--- src/rtl/cp0_exc_ctrl_pkg.sv ---
// rtl/cp0_exc_ctrl_pkg.sv - shared CP0 register numbers, ExcCodes and bit positions
// Ports: none (package).
package cp0_exc_ctrl_pkg;

   localparam logic [4:0] CP0_SR    = 5'd12;
   localparam logic [4:0] CP0_CAUSE = 5'd13;
   localparam logic [4:0] CP0_EPC   = 5'd14;
   localparam logic [4:0] CP0_PRID  = 5'd15;

   typedef enum logic [4:0] {
      EXC_INT  = 5'd0,
      EXC_ADEL = 5'd4,
      EXC_ADES = 5'd5,
      EXC_RI   = 5'd10,
      EXC_OV   = 5'd12
   } exc_code_e;

   localparam int SR_IM_LO  = 10;
   localparam int SR_IM_HI  = 15;
   localparam int SR_EXL    = 1;
   localparam int SR_IE     = 0;
   localparam int CAUSE_BD  = 31;
   localparam int CAUSE_IP_LO = 10;
   localparam int CAUSE_IP_HI = 15;
   localparam int CAUSE_EXC_LO = 2;
   localparam int CAUSE_EXC_HI = 6;

   localparam logic [31:0] HANDLER_ADDR_DEF = 32'h0000_4180;
   localparam logic [31:0] PRID_VAL_DEF     = 32'h0000_2017;

endpackage

--- src/rtl/cp0_exc_ctrl.sv ---
// rtl/cp0_exc_ctrl.sv - CP0 exception/interrupt responder with SR, Cause, EPC, PRId
// Ports:
//   clk, reset            rising-edge clock, synchronous active-high reset
//   addr, we, din, dout   mfc0/mtc0 register access (dout combinational on addr)
//   victim_pc, bd_in      M-stage PC and branch-delay-slot flag
//   exc_valid, exc_code   M-stage synchronous exception request
//   hw_int                level-sensitive external interrupt lines
//   eret                  M-stage eret
//   int_req               take exception this cycle
//   handler_pc, epc_out   exception vector and eret redirect target
module cp0_exc_ctrl
   import cp0_exc_ctrl_pkg::*;
#(
   parameter logic [31:0] HANDLER_ADDR = HANDLER_ADDR_DEF,
   parameter logic [31:0] PRID_VAL     = PRID_VAL_DEF
) (
   input  logic        clk,
   input  logic        reset,
   input  logic [4:0]  addr,
   input  logic        we,
   input  logic [31:0] din,
   output logic [31:0] dout,
   input  logic [31:0] victim_pc,
   input  logic        bd_in,
   input  logic        exc_valid,
   input  logic [4:0]  exc_code,
   input  logic [5:0]  hw_int,
   input  logic        eret,
   output logic        int_req,
   output logic [31:0] handler_pc,
   output logic [31:0] epc_out
);

   logic [5:0]  sr_im;
   logic        sr_exl;
   logic        sr_ie;
   logic        cause_bd;
   logic [5:0]  cause_ip;
   logic [4:0]  cause_exc;
   logic [31:0] epc;

   logic        irq_hit;
   logic        exc_hit;
   logic [31:0] sr_val;
   logic [31:0] cause_val;

   assign irq_hit = (|(hw_int & sr_im)) & sr_ie & ~sr_exl;
   assign exc_hit = exc_valid & ~sr_exl;
   // Gated by reset so a request present during reset never reaches the PC.
   assign int_req = ~reset & (irq_hit | exc_hit);

   assign handler_pc = HANDLER_ADDR;
   assign epc_out    = epc;

   assign sr_val    = {16'd0, sr_im, 8'd0, sr_exl, sr_ie};
   assign cause_val = {cause_bd, 15'd0, cause_ip, 3'd0, cause_exc, 2'd0};

   always_comb begin
      dout = 32'd0;
      case (addr)
         CP0_SR:    dout = sr_val;
         CP0_CAUSE: dout = cause_val;
         CP0_EPC:   dout = epc;
         CP0_PRID:  dout = PRID_VAL;
         default:   dout = 32'd0;
      endcase
   end

   always_ff @(posedge clk) begin
      if (reset) begin
         sr_im     <= 6'd0;
         sr_exl    <= 1'b0;
         sr_ie     <= 1'b0;
         cause_bd  <= 1'b0;
         cause_ip  <= 6'd0;
         cause_exc <= 5'd0;
         epc       <= 32'd0;
      end else begin
         // Pending-interrupt view tracks the lines every cycle, entry included.
         cause_ip <= hw_int;
         if (int_req) begin
            // Exception entry owns the cycle; any concurrent mtc0 is dropped.
            sr_exl    <= 1'b1;
            cause_bd  <= bd_in;
            epc       <= bd_in ? victim_pc - 32'd4 : victim_pc;
            cause_exc <= irq_hit ? EXC_INT : exc_code;
         end else begin
            if (we && addr == CP0_SR) begin
               sr_im  <= din[SR_IM_HI:SR_IM_LO];
               sr_exl <= din[SR_EXL];
               sr_ie  <= din[SR_IE];
            end
            if (we && addr == CP0_EPC) begin
               epc <= din;
            end
            // Placed after the SR write so eret clears EXL over a written value.
            if (eret) begin
               sr_exl <= 1'b0;
            end
         end
      end
   end

endmodule

--- config.mk ---
export PLATFORM = sky130hd
export DESIGN_NAME = cp0_exc_ctrl
export DESIGN_NICKNAME = d
export VERILOG_FILES = /design/src/rtl/cp0_exc_ctrl_pkg.sv /design/src/rtl/cp0_exc_ctrl.sv
export SDC_FILE = /design/constraint.sdc
export NUM_CORES = 1
export LEC_CHECK = 0
export CAP_MARGIN = 25
export CORE_ASPECT_RATIO = 2
export CORE_MARGIN = 2
export CORE_UTILIZATION = 43
export DETAILED_ROUTE_END_ITERATION = 8
export PLACE_DENSITY = 0.88
export SLEW_MARGIN = 15
export SYNTH_ARGS = -nofsm -noshare
export SYNTH_HDL_FRONTEND = slang
export SYNTH_SLANG_ARGS = --single-unit
--- constraint.sdc ---
create_clock -name clk -period 5.75 [get_ports clk]
set_input_delay 1.15 -clock clk [delete_from_list [all_inputs] [get_ports clk]]
set_output_delay 1.15 -clock clk [all_outputs]
set_load 0.02 [all_outputs]
**Yosys cells after proc, flatten, opt, wreduce, memory -nomap -nowiden**

Index checks and enable logic that the tools add are counted.
W data, S select, Z words.

- Register bits: 52
- Input port bits: 86
- Output and inout bits: 97
- Word-level logic and storage cells: 35

- $add $sub $neg: 1
- Eq/ne operators: 4
- Muxes and demuxes: 8
- Bitwise gates (word level): 9
- Reduce and logical (&&, ||, !) cells: 6

Operator list:

| kind | number |
|---|---|
| $pmux W32 S4 | 1 |
| $mux W32 | 3 |
| $sub A32 B3 Y32 const B | 1 |
| $eq A5 B4 Y1 const B | 4 |
| $and A6 B6 Y6 | 1 |
| $reduce_or A6 Y1 | 1 |
| $mux W5 | 1 |
| $and A1 B1 Y1 | 4 |
| $mux W1 | 3 |
| $not A1 Y1 | 3 |
| $reduce_bool A3 Y1 | 1 |
| $logic_and A1 B1 Y1 | 2 |
| $reduce_and A2 Y1 | 1 |
| $reduce_bool A2 Y1 | 1 |
| $or A1 B1 Y1 | 1 |

**Logic depth before layout (Yosys ltp)**

- Depth in word-level cells: 8
- Mapped depth: 8
- Depth with buffers taken out: 7

**Least setup slack after synthesis**

No wires, ideal clock.

- Kind: input port to output port
- Start point: input addr[1]
- End point: output dout[18]
- Data arrival time: 2.381 ns
- Data required time: 4.600 ns
- Slack: 2.219 ns
- Stages on the path: 5
- Buffers on the path: 2
- Cells stage by stage: buf_2 -> nor2b_1 -> nor2b_1 -> clkbuf_1 -> and2_1

- Word-level cells in the longest chain between the ends: 2
- Elaborated cells between the ends (all ways): 5
- Those cells by class: eq/ne: 4; mux: 1

Ends and longest elaborated chain:

| what | RTL line | text |
|---|---|---|
| start, declared | cp0_exc_ctrl.sv:19 | `input logic [4:0] addr,` |
| $eq A5 B4 Y1 | cp0_exc_ctrl.sv:60 | `case (addr)` |
| $pmux W32 S4 (*) | cp0_exc_ctrl.sv:60 |  |
| end, declared | cp0_exc_ctrl.sv:22 | `output logic [31:0] dout,` |

Every way passes the cells marked *; elsewhere a longest branch is shown, timed or not.

**Worst setup path after layout**

- Start point: input addr[0]
- End point: output dout[31]

The elaborated chain is that of the path after synthesis.

==> run summary <==
Worst setup SP type - input port
chip height - 131 microns
most common cell after layout, fill and taps aside - clkdlybuf4s50_1
GR Util All Layers - 0.244
asr flop ratio synth - 0
Logic pwr share - 0.263
peak supply drop - 0.000103 V
Mapped Area - 3460 sq um
Syn Inst Count - 416
final hold vios - 0
postcts setup bufs - 0
worst r2r src - sr_im[0]
Layout Cells excl Fill - 649
per-cell routed wire length - 17.0 microns
drt pass-1 iters - 4
Synth Flop Type - dfxtp_1
Worst setup startpoint - addr[0]
antenna violations before repair - 0
vias in the first global route - 3405
Ys Warns - 0
Max Freq - 221 MHz
Die X - 67.4 microns
Area Overhead vs Synth - 46.6%
Slew Limit Fails - 0
# hold bufs at CTS - 0
Initial Util - 0.439
TritonCTS Buffers - 5
Clock Power Share - 0.316
fin crit period - 4530 ps
root buffer cell - clkbuf_16
Slew headroom - 0.343
syn_area_per_cell - 8.32 sq um
largest net degree at the start of global routing - 58
Maximum Capacitance Violations - 0
Clock Latency Late Sink - 290 ps
clock buffer depth - 2
row cnt - 46
EDFF count, synth - 0
# diodes - 0
setup violators final - 0
Residual DRC - 0
port bufs - 150
outcome - finished clean
Int Pwr - 0.000679 W
Congestion Overflow GR - 0
post-CTS resize count - 0
Post-DP HPWL - 8520 microns
Final ANT Viol Nets - 0
layout cells sized above 1 - 0.0416
Final period util - 0.788
Clock Sinks - 52
first-iteration detailed-routing DRC count - 183
vias - 3538
Synth cell types - 45
min-delay src - cause_exc[4]
Total Die Area - 8820 sq um
core area - 7890 sq um
commonest cells after routing, fill and taps aside - clkdlybuf4s50_1 (149), nor2_1 (52), dfxtp_1 (52)
Worst-Margin Slew - 985 ps
Crit path required time - 4600 ps
critical path class - in2out
I/O pins - 183
Cell Pwr Density - 188 nW/um^2
P_sw - 0.000272 W
Worst Skew - 2.93 ps
first-pass GRT wire length - 16500 microns
Fin Setup TNS - 0 ps
critical path arrival - 3380 ps
Net count, final - 639
Final Routed Wirelength - 11000 microns
#FFs+latches synth - 52
TritonCTS clock tree - built
GPL Wtd Cong - 0.873
P_leak - 1.77 nW
register area share after synthesis - 0.301
Max H-tree Level - 2
Placed Cells - 640
worst min path class - reg2reg
CP Capture Type - output pin
CTS clk-pin slew, worst paths - 60 ps
RSZ-0062 raised after global routing - false
via/cell ratio - 5.45
Flop pwr share - 0.421
Crit Path Max Fanout - 15
sw frac - 0.286
## per-layer routing
| layer | track usage | share of wire | vias to the layer above | wire (microns) |
|---|---|---|---|---|
| li1 | - | - | 1692 | - |
| met1 | 0.254 | 0.36 | 1666 | 3960 |
| met2 | 0.466 | 0.56 | 152 | 6130 |
| met3 | 0.0214 | 0.048 | 28 | 528 |
| met4 | 0.125 | 0.035 | 0 | 384 |
| met5 | 0 | 0 | - | 0 |
## final cells by class
class                      count  area (sq um)
timing repair buffer         157          1570
clock buffer                   8           146
fill                         664          2810
sequential                    52          1040
tap                           96           120
multi-input combinational    330          2170
inverter                       6          22.5
## synthesized netlist by cell type (all sizes together) (8+ instances only)
cell,n,share of area
a211oi,16,0.035
a21o,10,0.022
a21oi,20,0.029
and2,19,0.034
buf,44,0.087
clkbuf,14,0.015
dfxtp,52,0.30
mux2i,40,0.12
nand2,12,0.013
nand4,10,0.020
nor2,53,0.058
nor2b,12,0.022
nor3,10,0.014
nor4,8,0.023
o21ai,12,0.017
xnor2,12,0.030
xor2,13,0.033
## power by group through the flow
stage / combinational, W / sequential [W] / clock [W]
finish: 0.000250 / 0.000401 / 0.000301
global route: 0.000268 / 0.000403 / 0.000321
CTS: 0.000250 / 0.000401 / 0.000302
detailed placement: 0.000248 / 0.000408 / 0
global placement: 0.000243 / 0.000408 / 0
floorplan: 0.000116 / 0.000424 / 0
## registers in the layout, summed over array words and instances (netlist names)
signal	flops
epc_out	32
sr_ie	1
sr_im	6
cause_ip	6
cause_exc	5
sr_exl	1
cause_bd	1
## worst max-delay path: stages
cell and delay (ps):
clkdlybuf4s50_1 450, buf_4 180, nor2b_1 650, a22oi_1 160
nor2_1 160, clkdlybuf4s50_1 620
## through the flow
step	power (W)	worst slack [ps]	utilization	cell area (sq um)	hold WS, ps
3_3_place_gp	0.000651	1290	0.620	4890	471
5_1_grt	0.000992	1090	0.643	5070	520
2_1_floorplan	0.000540	2220	-	3570	444
4_1_cts	0.000953	1230	0.642	5070	498
3_5_place_dp	0.000656	1250	0.624	4920	479
6_report	0.000952	1220	0.643	5070	493
## logic make-up after synthesis
group / after synthesis / share of synthesized area
XOR/XNOR: 25 / 0.0633
AO/OA/AOI/OAI: 83 / 0.166
multiplexers: 40 / 0.116
other: 2 / 0.00217
adder cells (fa/ha/maj): 1 / 0.00362
AND/OR/NAND/NOR: 149 / 0.239
buffers and inverters: 64 / 0.108
flip-flops: 52 / 0.301
## path summary, 6_finish.rpt
path	depth (start not counted)	slack [ps]	endpoint
setup / recovery	6	1220	dout[31]
setup reg to reg	6	3670	epc_out[15]
hold / removal	1	490	cause_exc[4]
hold reg to reg	1	490	cause_exc[4]
Power figures use the tool's default switching activity.
